$ cat src/rtl/step_counter_pkg.sv
// Shared constants for the step counter: default word length and overflow mode encodings.
// No logic, no latency.
// Imported by step_counter and its bench.
package step_counter_pkg;

  // Default datapath word length of the VCPU32 pipeline.
  localparam int WORD_LENGTH = 32;

  // Overflow handling modes; the reserved code falls back to wrap.
  typedef enum logic [1:0] {
    MODE_WRAP   = 2'd0,
    MODE_SAT    = 2'd1,
    MODE_RELOAD = 2'd2,
    MODE_RSVD   = 2'd3
  } mode_e;

endpackage

$ cat src/rtl/step_adder.sv
// Combinational WIDTH-bit add/subtract with carry/borrow out.
// Zero latency.
// No flow control; purely combinational.
module step_adder #(
  parameter int WIDTH = 32
) (
  input  logic [WIDTH-1:0] a,
  input  logic [WIDTH-1:0] b,
  input  logic             sub,
  output logic [WIDTH-1:0] s,
  output logic             outC
);

  logic [WIDTH:0] w_res;

  // One extra bit holds the carry (add) or borrow (subtract) of the unsigned operation.
  always_comb begin
    w_res = sub ? ({1'b0, a} - {1'b0, b}) : ({1'b0, a} + {1'b0, b});
  end

  assign s    = w_res[WIDTH-1:0];
  assign outC = w_res[WIDTH];

endmodule

$ cat src/rtl/step_counter.sv
// Programmable-step up/down counter with wrap, saturate and reload-at-limit modes.
// One cycle from en/ld to the new count; tc is combinational on the registered count.
// No back-pressure; an update is accepted every cycle.
module step_counter
  import step_counter_pkg::*;
#(
  parameter int               WIDTH   = WORD_LENGTH,
  parameter int               STEP_W  = 4,
  parameter logic [WIDTH-1:0] RST_VAL = '0
) (
  input  logic              clk,
  input  logic              rst,
  input  logic              en,
  input  logic              ld,
  input  logic [WIDTH-1:0]  ldVal,
  input  logic [STEP_W-1:0] step,
  input  logic              dir,
  input  logic [1:0]        mode,
  input  logic [WIDTH-1:0]  limit,
  input  logic              clrOvf,
  // Count value; the VCPU32 manuals number the MSB as bit 0, which is cnt[WIDTH-1] here.
  output logic [WIDTH-1:0]  cnt,
  output logic              outC,
  output logic              tc,
  output logic              ovf
);

  logic [WIDTH-1:0] r_cnt;
  logic             r_outc;
  logic             r_ovf;

  logic [WIDTH-1:0] w_step_ext;
  logic [WIDTH-1:0] w_sum;
  logic             w_raw_c;
  logic [WIDTH-1:0] w_next;
  logic             w_next_c;
  logic             w_reload;
  logic             w_tc;
  logic             w_ovf_set;
  mode_e            w_mode;

  assign w_step_ext = WIDTH'(step);
  assign w_mode     = mode_e'(mode);
  assign w_tc       = (r_cnt == limit);

  step_adder #(
    .WIDTH (WIDTH)
  ) u_adder (
    .a    (r_cnt),
    .b    (w_step_ext),
    .sub  (dir),
    .s    (w_sum),
    .outC (w_raw_c)
  );

  // Mode selection: the next count and carry flag for an enabled update.
  always_comb begin
    w_next   = w_sum;
    w_next_c = w_raw_c;
    w_reload = 1'b0;
    case (w_mode)
      MODE_SAT: begin
        if (w_raw_c) begin
          w_next = dir ? '0 : '1;
        end
      end
      MODE_RELOAD: begin
        // Reaching the limit takes priority over stepping; the step is not applied.
        if (w_tc) begin
          w_reload = 1'b1;
          w_next   = ldVal;
          w_next_c = 1'b1;
        end
      end
      default: begin
      end
    endcase
  end

  // A genuine carry/borrow on an enabled step raises the sticky flag; limit reloads are expected events.
  assign w_ovf_set = en && !ld && w_raw_c && !w_reload;

  // Count register and flags: rst > ld > en > hold; a set of ovf beats a same-cycle clear.
  always_ff @(posedge clk) begin
    if (rst) begin
      r_cnt  <= RST_VAL;
      r_outc <= 1'b0;
      r_ovf  <= 1'b0;
    end else begin
      if (ld) begin
        r_cnt  <= ldVal;
        r_outc <= 1'b0;
      end else if (en) begin
        r_cnt  <= w_next;
        r_outc <= w_next_c;
      end else begin
        r_outc <= 1'b0;
      end

      if (w_ovf_set) begin
        r_ovf <= 1'b1;
      end else if (clrOvf) begin
        r_ovf <= 1'b0;
      end
    end
  end

  assign cnt  = r_cnt;
  assign outC = r_outc;
  assign tc   = w_tc;
  assign ovf  = r_ovf;

endmodule

$ cat config.mk
export PLATFORM = sky130hd
export DESIGN_NAME = step_counter
export DESIGN_NICKNAME = d
export VERILOG_FILES = /design/src/rtl/step_counter_pkg.sv /design/src/rtl/step_adder.sv /design/src/rtl/step_counter.sv
export SDC_FILE = /design/constraint.sdc
export NUM_CORES = 1
export LEC_CHECK = 0
export CAP_MARGIN = 20
export CORE_AREA = 3 3 155 82
export DETAILED_ROUTE_END_ITERATION = 16
export DIE_AREA = 0 0 158 85
export PLACE_DENSITY = 0.66
export SETUP_SLACK_MARGIN = 0.5
export SLEW_MARGIN = 30
export SYNTH_ARGS = -nofsm -noshare
export SYNTH_HDL_FRONTEND = slang
export SYNTH_SLANG_ARGS = --single-unit
$ cat constraint.sdc
create_clock -name clk -period 10.4 [get_ports clk]
set_clock_uncertainty 0.1 [all_clocks]
set_input_delay 1.56 -clock clk [delete_from_list [all_inputs] [get_ports clk]]
set_output_delay 1.56 -clock clk [all_outputs]
set_load 0.1 [all_outputs]
==> impl_results.md <==
* Status: complete, no violations
* Sequential Area at 680.7 µm²
* Core Region at 11530 µm²
* Setup TNS at 0 ns
* Per-cell routed wire length at 21.61 µm
* CP bufs+invs at 3
* Port Buffers at 110
* CP endpoint kind: primary output
* Post-route cell area at 5823 µm²
* Final cell count without fillers at 866
* CTS clock-pin slew for the worst setup and hold paths at 0.06 ns
* Synthesized Nets at 751
* Final setup margin at 3.960 ns
* Share of total power in the clock network at 19.5%
* PwrDens at 130.9 nW/µm²
* CP Launch Type: primary input
* Dpl ws at 3.962 ns
* Yosys reg bits at 34
* Via Count at 5333
* Final hold violation count at 0
* Top Ports at 111
* WP data arrival at 4.78 ns
* Antenna violations before repair at 0
* Dominant synthesized flop cell: dfxtp_1
* Sw Pwr at 0.0003711 W
* Hold Path Class: flip-flop to flip-flop
* Number of global-route vias before repair at 4859
* Post-route minimum period at 6.440 ns
* Final HPWL DP at 14290 µm
* Internal Pwr Total at 0.0003910 W
* Ys async rst share at 0%
* Slew Limit Headroom at 31.59%
* CP max FO at 9
* DR pass1 iterations at 5
* Cts hold-fix bufs at 0
* Maxcap violations at 0
* Top cells by area, synth: dfxtp_1, xnor2_1, a21oi_1, ha_1, nor2_1
* Cells after Synth at 637
* CP top delay family: buffers and inverters
* Die ar. at 13430 µm²
* Largest net degree at the start of global routing at 69
* VDD IR max at 71.91 µV
* Initial DRC Count at 551
* Synthesized area per cell at 7.130 µm²
* Number of library cell types mapped by synthesis at 61
* Gpl congestion at 0.9751
* Placed inst area at 5688 µm²
* Period utilisation layout at 61.92%
* FMAX at 155.3 MHz
* Crit path kind: primary input to primary output
* Routed wire length at 18710 µm
* Synth Warn # at 0
* Max-slew violations at 0
* Sequential Power Share at 22.1%
* Count of final setup violators at 0
* RSZ-0062 raised after global routing: no
* Req. time, crit path at 8.74 ns
* Worst-margin pin slew at 1.015 ns
* Die Wd at 158 µm
* Sw frac at 48.70%
* Fill cells at 1121
* Post-synth top area cell: dfxtp_1
* Share of the synthesized area in the top cell type at 14.99%
* Leak Pwr at 2.265 nW
* CTS buffer count at 5
* Ant diodes at 0
* DRC errors left at 0
* Comb pwr share at 58.4%
* Crit-path cells: clkdlybuf4s50_1 -> xnor2_1 -> nand4_1 -> nor4_1 -> nand2_1 -> inv_1 -> clkdlybuf4s50_1
* GRT overflow at 0
* Starting Density at 39.41%
* Sinks on the clock net at 34
* # placed instances at 859
* Vias per inst at 6.158
* Antenna-violating nets left at 0
* Cell repeated most along the worst path: clkdlybuf4s50_1
* CP max stage cell: clkdlybuf4s50_1
* # resized after CTS at 0
* Number of core rows at 28
* Synth-to-Final Area Change at 28.21%
* Area of the multi-input gates at 3591 µm²
* Hold WS at 0.3845 ns
* Total Routing Usage GR at 27.19%
* CTS root buf: clkbuf_16
* CTS tree: built
* Slowest stage delay, CP at 1.15 ns
* Setup Fix Bufs, Post-CTS at 0
* Htree depth at 2
* Chip height at 85 µm
* Nets at 830
* Layout cell share with drive strength beyond 1 at 3.771%
* Max Root-Sink Buffers at 2
* Clock latency at the later pin of the worst-skew pair at 0.29 ns
* Mapped Area at 4542 µm²
* Number of synthesized flops with an enable pin at 0
* Global-route wire length before repair at 28340 µm
* Sequential fraction of the synthesis area at 14.99%
==> path summary, 6_finish.rpt <==
check,start,end,slack (ns),cells past startpoint
max,limit[2],tc,3.96,7
min,ovf,ovf,0.38,2
max reg2reg,cnt[2],cnt[26],6.29,10
min reg2reg,ovf,ovf,0.38,2
==> power by group through the flow <==
| stage | clock network (W) | registers [W] | logic (W) |
|---|---|---|---|
| 2_1_floorplan | 0 | 0.000253 | 0.000223 |
| 3_5_place_dp | 0 | 0.000170 | 0.000434 |
| 4_1_cts | 0.000150 | 0.000168 | 0.000436 |
| 3_3_place_gp | 0 | 0.000170 | 0.000427 |
| 6_report | 0.000148 | 0.000169 | 0.000445 |
| 5_1_grt | 0.000154 | 0.000170 | 0.000474 |
==> cells by family (layout without fill, tap and decap cells) <==
| family | after synthesis | in the layout | share of synthesized area, % |
|---|---|---|---|
| compound gates | 239 | 239 | 34.99 |
| fa+ha+maj | 38 | 38 | 10.63 |
| buf+inv | 70 | 149 | 6.116 |
| simple gates | 191 | 191 | 20.61 |
| flops | 34 | 34 | 14.99 |
| xor+xnor | 61 | 61 | 11.76 |
| mux | 4 | 4 | 0.9091 |
==> metal layers <==
metal  GRT usage, %  part of all wire (%)
met5              0                     0
met4          4.996                   1.0
met3          8.507                    13
met2          36.04                    37
met1          42.47                    49
==> state kept, by name (all words and copies together), names as in the netlist <==
signal,cells
ovf,1
cnt,32
outC,1
==> final cells by class <==
class,count,share of cell area [%]
inverter,28,1.805
tap,150,3.223
timing repair buffer,114,19.34
multi-input combinational,533,61.67
sequential,34,11.69
clock buffer,7,2.278
==> per-stage QoR <==
step	total power [W]	util [%]
floorplan	0.0004761	-
global placement	0.0005973	49.31
detailed placement	0.0006040	49.35
CTS	0.0007535	50.50
global route	0.0007992	50.52
finish	0.0007621	50.52
==> cells in the final DEF, fill, tap and decap left out, drive strengths merged, types with 9 or more instances in the layout <==
master	n
clkdlybuf4s50	109
a21oi	94
nor2	68
xnor2	55
nand2	40
ha	37
dfxtp	34
o21ai	33
inv	28
a21o	20
nand4	14
nor3b	13
nand2b	13
a211oi	13
a221oi	12
nand3	10
nor3	9
==> synthesized netlist by cell type (3+ instances only) <==
library cell / instances
a21oi_1: 93
nor2_1: 66
xnor2_1: 55
nand2_1: 40
ha_1: 37
dfxtp_1: 34
inv_1: 28
clkbuf_1: 25
o21ai_0: 21
a21o_1: 20
nand4_1: 14
nor3b_1: 13
nand2b_1: 12
a211oi_1: 11
o21ai_1: 11
a221oi_1: 10
nand3_1: 10
buf_2: 9
nor3_1: 9
o31ai_1: 8
buf_1: 7
a31oi_1: 6
o211ai_1: 6
o21a_1: 6
xor2_1: 6
nor2b_1: 5
o221ai_1: 5
a211o_1: 4
a22oi_1: 4
a311oi_1: 4
and2_1: 4
o22ai_1: 4
a2111oi_1: 3
a221o_1: 3
and3_1: 3
mux2i_1: 3
o21bai_1: 3
or2_1: 3
==> worst register-to-register path, cell delays in order (launching register included) <==
cell	delay, ns
dfxtp_1	0.35
xnor2_1	0.43
nand4_1	0.23
nor4_1	0.45
nand2_1	0.38
nor2_2	0.61
or2_1	0.61
a221oi_1	0.22
a21oi_1	0.20
nor2_1	0.06
a2111oi_1	0.35
No activity file was read; power rests on OpenSTA's default activity.
